<file path="config.mk">
export PLATFORM = sky130hd
export DESIGN_NAME = parking_controller_multi
export DESIGN_NICKNAME = d
export VERILOG_FILES = /design/src/rtl/parking_controller_multi.sv
export SDC_FILE = /design/constraint.sdc
export NUM_CORES = 1
export LEC_CHECK = 0
export BUFFER_PORTS_ARGS = -buffer_cell sky130_fd_sc_hd__buf_2
export CAP_MARGIN = 15
export CORE_MARGIN = 3
export CORE_UTILIZATION = 42
export DETAILED_ROUTE_END_ITERATION = 10
export PLACE_DENSITY = 0.75
export SYNTH_ARGS = -nofsm -noshare
export SYNTH_HDL_FRONTEND = slang
export SYNTH_SLANG_ARGS = --single-unit
</file>
<file path="constraint.sdc">
create_clock -name clk -period 7.65 [get_ports clk]
set_input_delay 1.53 -clock clk [delete_from_list [all_inputs] [get_ports clk]]
set_output_delay 1.53 -clock clk [all_outputs]
set_load 0.05 [all_outputs]
</file>
<file path="src/rtl/parking_controller_multi.sv">
// parking_controller_multi: multi-slot gate FSM with occupancy, password retries, timeout and free-slot display (lockout enabled by PARKING_LOCKOUT_EN)
module parking_controller_multi #(
  parameter int CAPACITY = 8,
  parameter int PW_WIDTH = 4,
  parameter logic [PW_WIDTH-1:0] PASSWORD = 4'hA,
  parameter int MAX_TRIES = 3,
  parameter int TIMEOUT_CYC = 20,
  parameter int LOCK_CYC = 50,
  parameter int BLINK_DIV = 4
) (
  input  logic                          clk,
  input  logic                          reset,
  input  logic                          sensor_entrance,
  input  logic                          sensor_pass,
  input  logic                          sensor_exit,
  input  logic [PW_WIDTH-1:0]           password,
  input  logic                          pw_valid,
  output logic                          GREEN_LED,
  output logic                          RED_LED,
  output logic [$clog2(CAPACITY+1)-1:0] occupancy,
  output logic                          full,
  output logic                          lockout,
  output logic [6:0]                    HEX_1,
  output logic [6:0]                    HEX_2
);
  localparam int OW = $clog2(CAPACITY + 1);
  localparam int TMAX = TIMEOUT_CYC > LOCK_CYC ? TIMEOUT_CYC : LOCK_CYC;
  localparam int TW = $clog2(TMAX + 1);
  localparam int RW = $clog2(MAX_TRIES + 1);
  localparam int BW = $clog2(BLINK_DIV + 1);
  localparam logic [OW-1:0] CAP = OW'(CAPACITY);
  localparam logic [OW-1:0] CAP_M1 = OW'(CAPACITY - 1);
  localparam logic [TW-1:0] TO_LAST = TW'(TIMEOUT_CYC - 1);
  localparam logic [BW-1:0] BL_LAST = BW'(BLINK_DIV - 1);
`ifdef PARKING_LOCKOUT_EN
  localparam logic [TW-1:0] LK_LAST = TW'(LOCK_CYC - 1);
  localparam logic [RW-1:0] TRIES_LAST = RW'(MAX_TRIES - 1);
`endif
  typedef enum logic [2:0] {
    IDLE, WAIT_PASSWORD, WRONG_PASS, RIGHT_PASS, STOP
`ifdef PARKING_LOCKOUT_EN
    , LOCKED
`endif
  } state_t;
  state_t state, state_n;
  logic [TW-1:0] timer, timer_n;
  logic [RW-1:0] tries, tries_n;
  logic [BW-1:0] bcnt;
  logic blink, pass_q, exit_q, pass_edge, exit_edge, inc, dec;
  logic [6:0] free;
  function automatic logic [6:0] seg(input logic [3:0] d);
    case (d)
      4'd0: seg = 7'b1000000;
      4'd1: seg = 7'b1111001;
      4'd2: seg = 7'b0100100;
      4'd3: seg = 7'b0110000;
      4'd4: seg = 7'b0011001;
      4'd5: seg = 7'b0010010;
      4'd6: seg = 7'b0000010;
      4'd7: seg = 7'b1111000;
      4'd8: seg = 7'b0000000;
      4'd9: seg = 7'b0010000;
      default: seg = 7'b1111111;
    endcase
  endfunction
  assign pass_edge = sensor_pass & ~pass_q;
  assign exit_edge = sensor_exit & ~exit_q;
  assign inc = (state == RIGHT_PASS) && pass_edge;
  assign dec = exit_edge;
  assign full = occupancy == CAP;
  assign free = 7'(CAP - occupancy);
  assign HEX_1 = seg(4'(free / 7'd10));
  assign HEX_2 = seg(4'(free % 7'd10));
  always_comb begin
    state_n = state;
    timer_n = timer;
    tries_n = tries;
    case (state)
      IDLE: if (sensor_entrance && !full) begin
        state_n = WAIT_PASSWORD;
        timer_n = '0;
        tries_n = '0;
      end
      WAIT_PASSWORD, WRONG_PASS, STOP: begin
        timer_n = (pw_valid || timer == TO_LAST) ? '0 : timer + TW'(1);
        if (pw_valid) begin
          if (password == PASSWORD) state_n = RIGHT_PASS;
`ifdef PARKING_LOCKOUT_EN
          else if (tries == TRIES_LAST) state_n = LOCKED;
          else begin
            state_n = WRONG_PASS;
            tries_n = tries + RW'(1);
          end
`else
          else state_n = WRONG_PASS;
`endif
        end else if (timer == TO_LAST) state_n = IDLE;
      end
      // the car that just passed counts, so a tailgater needs room for one more
      RIGHT_PASS: if (pass_edge) begin
        state_n = (sensor_entrance && occupancy < CAP_M1) ? STOP : IDLE;
        timer_n = '0;
        tries_n = '0;
      end
`ifdef PARKING_LOCKOUT_EN
      LOCKED: begin
        timer_n = timer == LK_LAST ? '0 : timer + TW'(1);
        if (timer == LK_LAST) begin
          state_n = IDLE;
          tries_n = '0;
        end
      end
`endif
      default: state_n = IDLE;
    endcase
  end
  always_ff @(posedge clk) begin
    if (reset) begin
      state <= IDLE;
      occupancy <= '0;
      tries <= '0;
      timer <= '0;
      bcnt <= '0;
      blink <= 1'b0;
      pass_q <= 1'b0;
      exit_q <= 1'b0;
      GREEN_LED <= 1'b0;
      RED_LED <= 1'b0;
    end else begin
      state <= state_n;
      tries <= tries_n;
      timer <= timer_n;
      pass_q <= sensor_pass;
      exit_q <= sensor_exit;
      bcnt <= bcnt == BL_LAST ? '0 : bcnt + BW'(1);
      blink <= bcnt == BL_LAST ? ~blink : blink;
      occupancy <= (inc && !dec && !full) ? occupancy + OW'(1) :
                   (dec && !inc && occupancy != '0) ? occupancy - OW'(1) : occupancy;
      GREEN_LED <= (state == RIGHT_PASS) && blink;
      RED_LED <= state == IDLE ? full :
                 (state == WRONG_PASS || state == STOP) ? blink : state != RIGHT_PASS;
    end
  end
`ifdef PARKING_LOCKOUT_EN
  always_ff @(posedge clk) lockout <= reset ? 1'b0 : state == LOCKED;
`else
  assign lockout = 1'b0;
`endif
endmodule

</file>
After elaboration in Yosys (flattened, before gate mapping)
Memory sizes are Yosys's and may differ from the RTL's.
Cells that the tools add are included.
{"block": "word_totals", "regBits": 21, "latchBits": 0, "ramBits": 0, "mem_bits_ro": 224, "output_inout_bits": 22, "wordCells": 72, "memories": 2}
{"name": "(no name shown)", "words": 16, "width": 7, "read_ports": 1, "rd_ports_with_merged_regs": 0, "wr": 0, "line": "52", "rtl": "case (d)"}
{"name": "(no name shown)", "words": 16, "width": 7, "read_ports": 1, "rd_ports_with_merged_regs": 0, "wr": 0, "line": "52"}
{"block": "op_classes", "n_addsub": 5, "mul": 0, "n_div": 2, "n_lt_le_gt_ge": 1, "n_eq_ne": 12, "shift": 0, "muxes": 15, "n_bitwise": 5, "reduce_logical": 21}
{"op": "$mux 6", "n": 3}
{"op": "$pmux 6 s3", "n": 1}
{"op": "$mux 3", "n": 5}
{"op": "$eq 3x2->1 const B", "n": 3}
{"op": "$pmux 3 s3", "n": 1}
{"op": "$eq 4x4->1 const B", "n": 2}
{"op": "$logic_and 1x1->1", "n": 8}
{"op": "$mux 4", "n": 2}
{"op": "$div 7x4->7 const B", "n": 1}
{"op": "$mod 7x4->7 const B", "n": 1}
{"op": "$add 6x1->6 const B", "n": 1}
{"op": "$eq 6x5->1 const B", "n": 1}
{"op": "$reduce_and 3->1", "n": 2}
{"op": "$sub 4x4->5 const A", "n": 1}
{"op": "$add 4x1->4 const B", "n": 1}
{"op": "$lt 4x3->1 const B", "n": 1}
{"op": "$ne 2x2->1 const B", "n": 2}
{"op": "$reduce_bool 4->1", "n": 1}
{"op": "$sub 4x1->4 const B", "n": 1}
{"op": "$add 3x1->3 const B", "n": 1}
{"op": "$eq 3x1->1 const B", "n": 1}
{"op": "$eq 3x3->1 const B", "n": 1}
{"op": "$logic_not 1->1", "n": 3}
{"op": "$logic_not 3->1", "n": 1}
{"op": "other kinds (10)", "n": 16}

Logic depth before layout (Yosys ltp)
{"block": "depth", "depth_word": 8, "depth_mapped": 12, "depth_no_buf": 12}

Least setup slack after synthesis
OpenSTA, ideal clock, no wires.
{"block": "synth_path", "kind": "reg2out", "start": "register occupancy[0]", "end": "output HEX_2[4]", "arrival_time_ps": 4051, "required_ps": 6120, "setup_slack_ps": 2069, "stages_incl_launch_ff": 13, "n_path_buf": 2, "path_cell_list": "dfxtp_1 -> inv_1 -> ha_1 -> clkbuf_1 -> a211oi_1 -> a21oi_1 -> ha_1 -> nor2_1 -> nand2_1 -> a311o_1 -> clkbuf_1 -> mux2_2 -> a2bb2oi_1"}
{"block": "synth_via", "elab_chain_cells": 3}
{"item": "start, declared", "line": "20", "rtl": "output logic [$clog2(CAPACITY+1)-1:0] occupancy,"}
{"item": "start signal, assigned", "line": "137", "rtl": "occupancy <= (inc && !dec && !full) ? occupancy + OW'(1) :"}
{"item": "$sub 4x4->5", "line": "71", "rtl": "assign free = 7'(CAP - occupancy);"}
{"item": "$mod 7x4->7", "line": "73", "rtl": "assign HEX_2 = seg(4'(free % 7'd10));"}
{"item": "$mem_v2 16x7"}
{"item": "end, declared", "line": "24", "rtl": "output logic [6:0] HEX_2"}
No other way between the ends.

Worst setup path after layout
Ends and elaborated chain as after synthesis.

==> results.md <==
- Cell Count, Final, Fillers Out: 277
- Post-synthesis mux area share: 0.02504
- CP Launch Type: flop
- Inst Count DP: 273
- RSZ-0062 raised after global routing: no
- Syn_nets: 235
- Main combinational cell family by area after synthesis: simple AND/OR/NAND/NOR gates
- Slew @ Worst Pin: 0.5471 ns
- Adder-cell area share of the yosys netlist: 0.1355
- Post-CTS Repair Setup Buffers: 0
- Critical path arrival: 3.64 ns
- Total number of vias: 1484
- Global-route wire length before repair: 5658 um
- Hold Path Stages: 1
- Crit. End Element: primary output
- Worst hold slack: 0.4404 ns
- Largest net degree at the start of global routing: 23
- Drt total wl: 3328 um
- Netlist cell types: 55
- Antenna cells: 0
- Die area: 0.004845 mm2
- Yosys Warn Count: 0
- Core Rows: 22
- TritonRoute pass-1 iters: 5
- GPL Wtd Cong: 0.8220
- Hold crit path type: flop to flop
- Total congestion overflow: 0
- Commonest non-fill, non-tap cell in the layout: buf_2
- Worst Setup Path Type: flop to primary output
- Worst-path fanout max: 14
- Reg2reg end: occupancy[3]
- Via-per-instance ratio: 5.357
- Post-route minimum period: 5.172 ns
- Setup crit end: HEX_2[4]
- Commonest cells after routing, fill and taps aside: buf_2, dfxtp_1, nand2_1, ha_1, a21oi_1
- Synth Area in Compound Gates: 0.2320
- DR DRC count: 0
- F_max: 193.4 MHz
- Max Root-Sink Buffers: 2
- # hold bufs at CTS: 0
- Clk Latency, worst-skew pair: 0.26 ns
- Seq/Total Area, Yosys: 0.2474
- Pins Over Slew Limit: 0
- Chip width: 69.61 um
- Setup total negative slack: 0 ns
- Vias in the first global route: 1293
- Flops & latches, synth: 21
- Post-synthesis async set-or-reset flop share: 0
- R2r worst-path depth: 12
- Post-DP HPWL: 2533 um
- IO buf count: 29
- Status: complete, no violations
- Post-Synth XOR/XNOR Area: 0.04124
- Die Ht: 69.61 um
- CTS tree: yes
- Worst Clk Skew: 0.003424 ns
- Setup-failing EPs final: 0
- Num Clock Sinks: 21
- Resize count post-CTS: 0
- Routed len/inst: 12.01 um
- Share of layout cells above drive strength 1: 0.1834
- Rel. slew slack: 0.6348
- Core Area: 0.003771 mm2
- Synth Area in Simple Gates: 0.2489
- Synth Cell Area: 0.001699 mm2
- Period utilisation layout: 0.6760
- Synthesized instance count: 208
- Root buffer cell: clkbuf_8
- Htree depth: 1
- R2r setup slk: 4.21 ns
- Mapped Avg Cell Area: 8.169 um2
- Gr usage total: 0.1350
- # IOs: 32
- NumNets Final: 257
- Max-Cap Viols: 0
- Post-route ant nets: 0
- Initial antenna violation count: 0
- Final Hold Viols: 0
- Crit path from: occupancy[0]
- EDFF count, synth: 0
- Area Growth Syn to Fin: 11.34%
- Reg clk slew, reported paths: 0.08 ns
- CTS Buf Count: 3
- Predominant post-synthesis flop cell: dfxtp_1
- Initial Util: 0.4506
- Iter 0 DRT Violations: 103
- R2r startpoint: occupancy[0]
- Worst Path Required: 6.12 ns
## kinds of logic after synthesis
kind of cell | Yosys count
flops | 21
mux | 4
other cells | 2
buf+inv | 26
compound gates | 54
xor+xnor | 8
fa+ha+maj | 18
simple gates | 75
## sequential cells by signal, indices dropped and copies added (netlist names)
name       flops
timer          6
exit_q         1
RED_LED        1
occupancy      4
bcnt           3
GREEN_LED      1
blink          1
state          3
pass_q         1
## worst min path at each step
stage                 start  endpoint  slack, ns
global route        bcnt[0]   bcnt[0]       0.47
CTS                 bcnt[0]   bcnt[0]       0.44
finish              bcnt[0]   bcnt[0]       0.44
global placement    bcnt[0]   bcnt[0]       0.42
detailed placement  bcnt[0]   bcnt[0]       0.43
floorplan           bcnt[0]   bcnt[0]       0.40
## synth_stat cells (5+ instances only)
cell type | n | share of area
nand2_1 | 19 | 0.042
a21oi_1 | 15 | 0.044
a311oi_1 | 5 | 0.026
inv_1 | 13 | 0.029
nor2_1 | 10 | 0.022
nor3_1 | 8 | 0.024
xnor2_1 | 6 | 0.031
dfxtp_1 | 21 | 0.25
nand2b_1 | 11 | 0.041
clkbuf_1 | 7 | 0.015
ha_1 | 16 | 0.12
## final cells by class
| type | instances | area (um2) |
|---|---|---|
| fillers | 348 | 1879 |
| multi-input cells | 161 | 1167 |
| flip-flops and latches | 21 | 420.4 |
| repair buffers | 29 | 145.1 |
| well taps | 48 | 60.06 |
| inverters | 14 | 52.55 |
| clock buffers | 3 | 41.29 |
| clock inverters | 1 | 5.005 |
## metal layers
metal	vias up	GRT usage	routed length (um)
li1	785	-	-
met1	662	0.1911	1682
met2	33	0.2150	1490
met3	4	0.02029	139
met4	0	0.03037	15
met5	-	0	0
## metrics by stage
step / utilization / area [um2] / setup slack (ns)
floorplan: - / 1699 / 2.069
global placement: 0.4894 / 1846 / 2.851
detailed placement: 0.4894 / 1846 / 2.741
CTS: 0.5017 / 1892 / 2.446
global route: 0.5017 / 1892 / 2.157
finish: 0.5017 / 1892 / 2.478
## worst max-delay path: stages (launching register included)
cell and delay, ns:
dfxtp_1 0.58, inv_1 0.23, ha_1 0.43, a211oi_1 0.40
a21oi_1 0.08, ha_1 0.31, nor2_1 0.11, nand2_1 0.06
a311o_1 0.47, mux2_2 0.31, a2bb2oi_1 0.14, buf_2 0.27
Power is not shown: default switching activity piles up to over one toggle a cycle in this logic, so the estimate is an artifact.
